**src/rtl/axi4_rd_arbiter.sv**
```systemverilog
// ============================================================================
// Module   : axi4_rd_arbiter
// Purpose  : Round-robin sharing of one AXI4 read subordinate among NUM_M
//            managers, one burst in flight, with returned-length checking.
// Revision : 1.0
// ============================================================================
`default_nettype none

module axi4_rd_arbiter #(
    parameter int NUM_M  = 2,
    parameter int ADDR_W = 32,
    parameter int DATA_W = 64,
    parameter int ID_W   = 4
) (
    input  logic                      ACLK,
    input  logic                      ARESET,
    input  logic [NUM_M*ID_W-1:0]     m_arid,
    input  logic [NUM_M*ADDR_W-1:0]   m_araddr,
    input  logic [NUM_M*8-1:0]        m_arlen,
    input  logic [NUM_M*3-1:0]        m_arsize,
    input  logic [NUM_M*2-1:0]        m_arburst,
    input  logic [NUM_M-1:0]          m_arvalid,
    output logic [NUM_M-1:0]          m_arready,
    output logic [NUM_M*ID_W-1:0]     m_rid,
    output logic [NUM_M*DATA_W-1:0]   m_rdata,
    output logic [NUM_M*2-1:0]        m_rresp,
    output logic [NUM_M-1:0]          m_rlast,
    output logic [NUM_M-1:0]          m_rvalid,
    input  logic [NUM_M-1:0]          m_rready,
    output logic [ID_W-1:0]           s_arid,
    output logic [ADDR_W-1:0]         s_araddr,
    output logic [7:0]                s_arlen,
    output logic [2:0]                s_arsize,
    output logic [1:0]                s_arburst,
    output logic                      s_arvalid,
    input  logic                      s_arready,
    input  logic [ID_W-1:0]           s_rid,
    input  logic [DATA_W-1:0]         s_rdata,
    input  logic [1:0]                s_rresp,
    input  logic                      s_rlast,
    input  logic                      s_rvalid,
    output logic                      s_rready,
    output logic [$clog2(NUM_M)-1:0]  grant_idx,
    output logic                      busy,
    output logic                      len_err
);

    localparam int GW = $clog2(NUM_M);

    typedef enum logic [1:0] {
        S_IDLE = 2'd0,
        S_ADDR = 2'd1,
        S_DATA = 2'd2
    } state_t;

    state_t          state;
    logic [GW-1:0]   last;
    logic [7:0]      beat_cnt;
    logic [7:0]      exp_len;
    logic [ID_W-1:0] ar_id;
    logic [ADDR_W-1:0] ar_addr;
    logic [2:0]      ar_size;
    logic [1:0]      ar_burst;

    logic [GW-1:0]   pick;
    logic            found;
    logic            r_hs;
    int              idx;

    // Search starts just after the last completed grant, wrapping modulo NUM_M.
    always_comb begin
        pick  = '0;
        found = 1'b0;
        idx   = 0;
        for (int k = 1; k <= NUM_M; k++) begin
            idx = (int'(last) + k) % NUM_M;
            if (!found && m_arvalid[GW'(idx)]) begin
                found = 1'b1;
                pick  = GW'(idx);
            end
        end
    end

    assign s_arvalid = (state == S_ADDR);
    assign s_arid    = ar_id;
    assign s_araddr  = ar_addr;
    assign s_arlen   = exp_len;
    assign s_arsize  = ar_size;
    assign s_arburst = ar_burst;
    assign s_rready  = (state == S_DATA) && m_rready[grant_idx];
    assign busy      = (state != S_IDLE);
    assign r_hs      = (state == S_DATA) && s_rvalid && s_rready;

    always_comb begin
        m_arready = '0;
        m_rvalid  = '0;
        m_rlast   = '0;
        if (state == S_ADDR) begin
            m_arready[grant_idx] = s_arready;
        end
        if (state == S_DATA) begin
            m_rvalid[grant_idx] = s_rvalid;
            m_rlast[grant_idx]  = s_rlast;
        end
    end

    // R payload is broadcast; only the granted manager sees valid/last.
    for (genvar i = 0; i < NUM_M; i++) begin : g_rfan
        assign m_rid[i*ID_W +: ID_W]       = s_rid;
        assign m_rdata[i*DATA_W +: DATA_W] = s_rdata;
        assign m_rresp[i*2 +: 2]           = s_rresp;
    end

    always_ff @(posedge ACLK) begin
        if (ARESET) begin
            state     <= S_IDLE;
            grant_idx <= '0;
            last      <= GW'(NUM_M - 1);
            beat_cnt  <= '0;
            len_err   <= 1'b0;
            exp_len   <= '0;
            ar_id     <= '0;
            ar_addr   <= '0;
            ar_size   <= '0;
            ar_burst  <= '0;
        end else begin
            len_err <= 1'b0;
            case (state)
                S_IDLE: begin
                    if (found) begin
                        grant_idx <= pick;
                        ar_id     <= m_arid[pick*ID_W +: ID_W];
                        ar_addr   <= m_araddr[pick*ADDR_W +: ADDR_W];
                        exp_len   <= m_arlen[pick*8 +: 8];
                        ar_size   <= m_arsize[pick*3 +: 3];
                        ar_burst  <= m_arburst[pick*2 +: 2];
                        state     <= S_ADDR;
                    end
                end
                S_ADDR: begin
                    if (s_arready) begin
                        beat_cnt <= '0;
                        state    <= S_DATA;
                    end
                end
                S_DATA: begin
                    if (r_hs) begin
                        beat_cnt <= beat_cnt + 8'd1;
                        if (s_rlast) begin
                            len_err <= (beat_cnt != exp_len);
                            last    <= grant_idx;
                            state   <= S_IDLE;
                        end else if (beat_cnt == exp_len) begin
                            // Overlong burst: flag it, keep draining until RLAST.
                            len_err <= 1'b1;
                        end
                    end
                end
                default: state <= S_IDLE;
            endcase
        end
    end

endmodule

`default_nettype wire
```
**config.mk**
```make
export PLATFORM = sky130hd
export DESIGN_NAME = axi4_rd_arbiter
export DESIGN_NICKNAME = d
export VERILOG_FILES = /design/src/rtl/axi4_rd_arbiter.sv
export SDC_FILE = /design/constraint.sdc
export NUM_CORES = 1
export LEC_CHECK = 0
export CORE_AREA = 2 2 148 150
export CTS_BUF_LIST = sky130_fd_sc_hd__clkbuf_4
export DETAILED_ROUTE_END_ITERATION = 10
export DIE_AREA = 0 0 150 152
export PLACE_DENSITY_LB_ADDON = 0.1
export SLEW_MARGIN = 20
export SYNTH_ARGS = -nofsm -noshare
export SYNTH_HDL_FRONTEND = slang
export SYNTH_SLANG_ARGS = --single-unit
```
**constraint.sdc**
```tcl
create_clock -name ACLK -period 1.98 [get_ports ACLK]
set_input_delay 0.198 -clock ACLK [delete_from_list [all_inputs] [get_ports ACLK]]
set_output_delay 0.198 -clock ACLK [all_outputs]
set_load 0.01 [all_outputs]
```
# After elaboration in Yosys (flattened, before gate mapping)
# Cells that the tools add are included.
# totals
reg_bits	62
latch_bits	0
ram_bits	0
rom_bits	0
inputBits	177
output_inout_bits	200
wordCells	75
memories	0
# classes
addsub	3
mul	1
n_div	0
order_cmp	4
eq_ne	8
shift	5
mux	25
bitwise_logic	5
reduce_logical	14
# ops
op	n
indexed part select 64 x 7 -> 32 bit	1
2-to-1 mux 8 bit	2
one-hot mux 8 bit (2 select lines)	1
indexed part select 16 x 5 -> 8 bit	1
2-to-1 mux 2 bit	7
2-to-1 mux 1 bit	13
adder 8 x 1 -> 8 bit, second input constant	1
== test 8 bit	1
inequality test 8 bit	1
indexed part select 8 x 4 -> 4 bit	1
AND 2 bit	3
< comparator 1 x 3 -> 1 bit, second input constant	2
inequality test 2 bit, second input constant	3
one-hot mux 2 bit (3 select lines)	1
AND reduction 3 bit	2
indexed part select 6 x 4 -> 3 bit	1
logical AND 1 bit	5
AND reduction 4 bit	1
nonzero test 2 bit	2
indexed part select 4 x 3 -> 2 bit	1
multiplier 1 x 2 -> 3 bit, second input constant	1
OR reduction 3 bit	1
adder 1 bit, second input constant	2
== test 2 x 1 -> 1 bit, second input constant	1
other kinds (9)	10

# Logic depth before layout (Yosys ltp)
# Gate-level depths: netlist (run 1).
# depth
depth_word	10
depth_mapped	6
mapped_depth_nobuf	4

# Worst setup path after synthesis (run 1)
# No wires, ideal clock.
# synth_path
path_kind	flip-flop to flip-flop
from	register grant_idx
to	register beat_cnt[0]
setup_time_ps	121
arrival_ps	1367
required_ps	1859
path_slack_ps	492
stages_incl_launch_ff	7
n_path_buf	2
period_less_slack_ps	1488
path_cell_list	dfxtp_1 > buf_6 > mux2_4 > a21oi_2 > buf_4 > xor2_1 > nor2_1
# synth_via
elab_chain_len	6
# synth_rtl
element	line	source
start, declared	43	output logic [$clog2(NUM_M)-1:0] grant_idx,
start signal, assigned	131	grant_idx <= pick;
2-to-1 mux 1 bit (implied by the code) (2 in series)	90	assign s_rready = (state == S_DATA) && m_rready[grant_idx];
logical AND 1 bit	90	
logical AND 1 bit	92	assign r_hs = (state == S_DATA) && s_rvalid && s_rready;
inequality test 2 bit (no line)	--	
AND reduction 3 bit (no line)	--	
end signal, assigned	148	beat_cnt <= beat_cnt + 8'd1;
end, declared	58	logic [7:0] beat_cnt;
# Every way passes these cells. The select of a mux whose other input is x is not followed.
# A chain may end at the register's enable or synchronous reset.

# Final worst setup path (run 1)
# layout_path
from	register state[0]
to	output busy
# layout_via
elab_chain_len	1
# layout_rtl
element	line	source
start, declared	56	state_t state;
start signal, assigned	116	state <= S_IDLE;
start signal, assigned	137	state <= S_ADDR;
start signal, assigned	143	state <= S_DATA;
nonzero test 2 bit	91	assign busy = (state != S_IDLE);
end, declared	44	output logic busy,
# Every way passes these cells.

==> metrics.cfg, run 1 <==
[yosys]
synth_seq_area_share=0.3284
yosys_warnings=0
synth_top_flop_cell=dfxtp_1
ys_types=34
synth_seq_cells=62
synth.net_count=634
synth_edf_count=0
syn_inst=456
syn_area_um2=3780
avgSynthCellArea_um2=8.289
synthArstFlopShare=0

[place]
placed_area_um2=4732
hpwl_um=9583
dp.cells=745
io_buffer_count=165
pre_cts_slack_ps=111.7
gp_congestion=0.6739

[worst_setup_path]
crit_type=reg -> out
critPathBufInv=1
path_max_fanout=8
crit_required_ps=1780
path_cells=or2_1 -> clkdlybuf4s50_1
slowest_delay_ps=520
critical_path.slowest_cell=clkdlybuf4s50_1
cp-start-kind=flip-flop
cp.arrival_ps=1620
cp_top_family=buffers and inverters
crit_path_end_kind=output pin

[sta]
max_freq_ghz=0.5504
setup_ws_ps=163.2
hold_viol=0
whs_ps=222.9
min_period_over_period=0.9176
setup_viol=0
setup_tns_ps=0
worst_slew_pin_slew_ps=589.4
drv_slew=0
fin_crit_ps=1817
maxSlewHeadroom=0.6071
clock_skew_ps=16.69
rsz0062_at_grt=no

[route]
vias_per_cell=4.117
dr.first_iter.drc_count=117
ant_nets=0
wl_per_cell_um=16.63
top_layer=met4
first_pass_iters=4
met3_wirelength_um=1434
wl_um=12670
drcViolationCount=0
wl_met1_um=4973
vias=3137
wl_met2_um=5672

[min_path]
hold_class=in -> reg

[die]
io_pins=377
fp.dieH_um=152
die_width_um=150
core-area_um2=21350
start_util=0.1770
rows=54
die-area_um2=22800

[power]
p_per_area_nw_per_um2=660.4
vdd_drop_max_mv=0.2078
leakage_uw=0.001646

[job]
maxCapViolCount=0

[clock_network]
clk_pin_slew_ps=110
htreeDepth=3
root_buffer=clkbuf_4
clk_latency_ps=440
cts_hold_buf=0
clockBufferDepth=2
cts_sinks=62
cts_made_buffers=9
cts_tree=built

[global_routing]
gr-total-overflow=0
track_usage=0.1136
first_global_vias=3354
grt_pass1_wl_um=19870
antenna_found_initial=0
grt_start_max_net_pins=40

[finish]
finalNetCount=655
layout-area-overhead-vs-synth_pct=30.55
mostFrequentLayoutCells=clkdlybuf4s50_1, dfxtp_1, a21oi_1, nand2_1, o221ai_1
drive_above_1_share=0.09129
fin_area_um2=4935
layout_commonest_cell=clkdlybuf4s50_1
antenna_cells=0
fin_cells=762

[run_status]
outcome=finished clean

[stage by stage]
step                        util  power [uW]
after floorplan                -        1945
after global routing      0.2311        3464
after global placement    0.2216        2128
after detailed placement  0.2216        2130
final                     0.2311        3259
after CTS                 0.2311        3356
[routing by layer]
metal,up-vias,track usage
li1,1504,-
met1,1418,0.1301
met2,155,0.1700
met3,60,0.05015
met4,0,0.07457
met5,-,0
[Yosys cell counts, drive strengths merged (3+ instances only)]
cell	number	share of area
nor2	10	0.011
clkbuf	21	0.021
dfxtp	62	0.33
nand2	55	0.055
a21oi	59	0.079
or3	5	0.0083
o221ai	49	0.11
xnor2	8	0.021
o21ai	5	0.0066
nand3	4	0.0053
and2	3	0.0050
buf	149	0.29
[flip-flops by register name (all words and copies together), names as in the netlist]
signal,count
beat_cnt,8
state,2
len_err,1
s_arsize,3
s_arid,4
last,1
grant_idx,1
s_arburst,2
s_arlen,8
s_araddr,32
[path summary, 6_finish.rpt]
kind / slack [ps] / depth (start not counted) / end / startpoint
worst max register to register: 320 / 4 / len_err / beat_cnt[2]
worst min register to register: 460 / 2 / s_araddr[21] / s_araddr[21]
worst max-delay path: 160 / 2 / busy / state[0]
worst min-delay path: 220 / 2 / state[1] / ARESET
[cell type report]
class	count	area [um^2]
Tap cell	280	350.3
Multi-Input combinational cell	222	1366
Inverter	2	7.507
Timing Repair Buffer	180	1775
Fill cell	2385	16420
Sequential cell	62	1250
Clock inverter	6	110.1
Clock buffer	10	75.07
[power by group]
group / leakage (uW) / switching (uW) / internal, uW
Sequential: 0.000508 / 51.5 / 1320
Combinational: 0.00104 / 295 / 419
Clock: 0.0000926 / 521 / 651
[cell families after synthesis]
logic type / count (synthesis) / synth area share
multiplexers: 3 / 0.009268
adder cells (fa/ha/maj): 1 / 0.003310
buffers and inverters: 172 / 0.3165
flip-flops: 62 / 0.3284
AND/OR/NAND/NOR: 92 / 0.1116
XOR/XNOR: 9 / 0.02284
AO/OA/AOI/OAI: 117 / 0.2082
[timing repair]
| action | 4_1_cts | 5_1_grt |
|---|---|---|
| buffers inserted | 1 | 0 |
| resized for setup | 15 | 0 |
| endpoints found under the setup margin | 9 | 0 |
Note: power is estimated with default switching activity, not from simulation.
==> run 2, diff against run 1 <==
--- a/config.mk
+++ b/config.mk
@@ -5,6 +5,8 @@
 export SDC_FILE = /design/constraint.sdc
 export NUM_CORES = 1
 export LEC_CHECK = 0
+export ABC_AREA = 1
+export ABC_CLOCK_PERIOD_IN_PS = 1980
 export CORE_AREA = 2 2 148 150
 export CTS_BUF_LIST = sky130_fd_sc_hd__clkbuf_4
 export DETAILED_ROUTE_END_ITERATION = 10
==> metrics.cfg, run 2 <==
[job]
maxCapViolCount=0  ; unchanged

[worst_setup_path]
slowest_delay_ps=340  ; was 520 ps
crit_top_cell=inv_1
cp.arrival_ps=1610  ; was 1620 ps
crit_path_end_kind=output pin  ; unchanged
critical_path.slowest_cell=dfxtp_2  ; was clkdlybuf4s50_1
path_max_fanout=5  ; was 8
path_cells=inv_1 -> nor2_4 -> inv_1 -> nor3_2 -> buf_4 -> dlygate4sd2_1  ; was or2_1 -> clkdlybuf4s50_1
crit_type=reg -> out  ; unchanged
cp-start-kind=flip-flop  ; unchanged
crit_required_ps=1780  ; about the same

[yosys]
synth_top_area_cell=dfxtp_1  ; unchanged
avgSynthCellArea_um2=6.886  ; was 8.289 um^2
syn_area_um2=4187  ; was 3780 um^2
synth_top_flop_cell=dfxtp_1  ; unchanged
synth.area.top_cells=dfxtp_1, buf_4, a21oi_1  ; was dfxtp_1, buf_4, o221ai_1
synth_edf_count=0  ; unchanged
synth.net_count=786  ; was 634
ys_types=26  ; was 34
yosys.cell_count.top_type=buf_4  ; unchanged
yosys-top-cells-count=buf_4, nand2_1, a21oi_1, dfxtp_1, o21ai_0  ; was buf_4, dfxtp_1, a21oi_1, nand2_1, o221ai_1
synth_seq_cells=62  ; unchanged
synth_top_area_frac=0.2965  ; was 0.3284
synth_seq_area_share=0.2965  ; was 0.3284
syn_inst=608  ; was 456
synthArstFlopShare=0  ; unchanged
yosys_warnings=0  ; unchanged

[die]
fp.dieH_um=152  ; unchanged
die-area_um2=22800  ; unchanged
io_pins=377  ; unchanged
rows=54  ; unchanged
core-area_um2=21350  ; unchanged
start_util=0.1961  ; was 0.1770
die_width_um=150  ; unchanged

[clock_network]
cts_hold_buf=0  ; unchanged
cts_made_buffers=9  ; unchanged
root_buffer=clkbuf_4  ; unchanged
cts_tree=built  ; unchanged
htreeDepth=3  ; unchanged
clockBufferDepth=2  ; unchanged
clk_pin_slew_ps=110  ; about the same
clk_latency_ps=450  ; was 440 ps
cts_sinks=62  ; unchanged

[global_routing]
grt_start_max_net_pins=35  ; was 40
antenna_found_initial=1  ; was 0
track_usage=0.1224  ; was 0.1136
met2_usage=0.1983  ; was 0.1700
met3_usage=0.06036  ; was 0.05015
first_global_vias=3767  ; was 3354
grt_pass1_wl_um=21170  ; was 19870 um
grt_busiest_layer=met2  ; unchanged
gr-total-overflow=0  ; unchanged
gr-usage-met1=0.1289  ; was 0.1301

[route]
drcViolationCount=0  ; unchanged
wl_per_cell_um=15.20  ; was 16.63 um
vias_per_cell=4.053  ; was 4.117
wl_um=13970  ; was 12670 um
vias=3725  ; was 3137
first_pass_iters=4  ; unchanged
ant_nets=0  ; unchanged
dr.first_iter.drc_count=159  ; was 117

[finish]
layout_commonest_cell=clkdlybuf4s50_1  ; unchanged
drive_above_1_share=0.07994  ; was 0.09129
final_core_util=0.2498  ; was 0.2311
multi_input_area_um2=1567  ; was 1366 um^2
largest_reg_flops=32  ; unchanged
seqCellArea_um2=1247  ; was 1250 um^2
fillers=2413  ; was 2385
layout-area-overhead-vs-synth_pct=27.38  ; was 30.55%
mostFrequentLayoutCells=clkdlybuf4s50_1, nand2_1, a21oi_1, o21ai_0, dfxtp_1  ; was clkdlybuf4s50_1, dfxtp_1, a21oi_1, nand2_1, o221ai_1
finalNetCount=812  ; was 655

[sta]
setup_viol=0  ; unchanged
worst_slew_pin_slew_ps=338.5  ; was 589.4 ps
fin_crit_ps=1813  ; was 1817 ps
rsz0062_at_grt=no  ; unchanged
drv_slew=0  ; unchanged
hold_viol=0  ; unchanged
setup_tns_ps=0  ; unchanged
clock_skew_ps=12.53  ; was 16.69 ps
max_freq_ghz=0.5516  ; was 0.5504 GHz
maxSlewHeadroom=0.7720  ; was 0.6071
min_period_over_period=0.9156  ; was 0.9176

[power]
vdd_drop_max_mv=0.2458  ; was 0.2078 mV
p_per_area_nw_per_um2=604.3  ; was 660.4 nW/um^2
leakage_uw=0.002143  ; was 0.001646 uW

[run_status]
outcome=finished clean  ; unchanged

[place]
gp_congestion=0.7560  ; was 0.6739
io_buffer_count=165  ; unchanged
hpwl_um=10640  ; was 9583 um

[min_path]
hold_class=in -> reg  ; unchanged

==> run 2: cell type report <==
class	count	share of cell area
clock buffers	9	0.01267
inverters	45	0.03238
diodes	1	0.0004693
clock inverters	6	0.01455
flip-flops and latches	62	0.2339
multi-input cells	330	0.2938
repair buffers	186	0.3466
well taps	280	0.06570
==> run 2: kinds of logic (layout without fill, tap and decap cells) <==
| logic type | after synthesis | in the layout | share of synthesized area |
|---|---|---|---|
| adder cells (fa/ha/maj) | 1 | 1 | 0.002988 |
| flip-flops | 62 | 62 | 0.2965 |
| other | 0 | 1 | 0 |
| AND/OR/NAND/NOR | 165 | 165 | 0.1665 |
| XOR/XNOR | 4 | 4 | 0.008370 |
| AO/OA/AOI/OAI | 160 | 160 | 0.1928 |
| buffers and inverters | 216 | 246 | 0.3329 |
==> run 2: routing by layer <==
| layer | part of all wire | vias to the layer above | routed length (um) |
|---|---|---|---|
| met4 | 0.039 | 0 | 547 |
| met2 | 0.46 | 182 | 6432 |
| met1 | 0.39 | 1625 | 5389 |
| li1 | - | 1866 | - |
| met3 | 0.11 | 52 | 1601 |
| met5 | 0 | - | 0 |
==> run 2: repair_timing <==
item / 4_1_cts / 5_1_grt
endpoints found under the hold margin: 0 / 0
resized for setup: 10 / 6
setup endpoints to repair: 8 / 3
buffers inserted: 1 / 1
==> run 2: final timing paths <==
kind / start / to / slack (ps) / cells after the start
setup / recovery: state[1] / m_rlast[1] / 170 / 6
hold / removal: m_araddr[63] / s_araddr[31] / 370 / 3
setup reg to reg: grant_idx / beat_cnt[2] / 620 / 7
hold reg to reg: s_araddr[9] / s_araddr[9] / 470 / 2
==> run 2: power breakdown <==
part | internal, uW | switching, uW | leakage (uW)
Sequential | 1330 | 61.0 | 0.000511
Clock | 493 | 529 | 0.0000806
Combinational | 458 | 349 | 0.00155
==> run 2: stage by stage <==
step                hold WS [ps]  instances  instance area, um^2  total power, uW  setup WS (ps)
floorplan                  364.5        608                 4187             2044          706.1
global placement           396.1        901                 5146             2240          119.1
detailed placement         396.1        901                 5146             2241          97.06
CTS                        324.2        917                 5304             3302          15.60
global route               358.2        919                 5333             3436          21.03
finish                     373.2        919                 5333             3222          167.2
==> run 2: critical path, delay by kind of cell, from the launching register on <==
family	cells	cell delay, ps
buf+inv	4	600
flops	1	340
simple gates	2	230
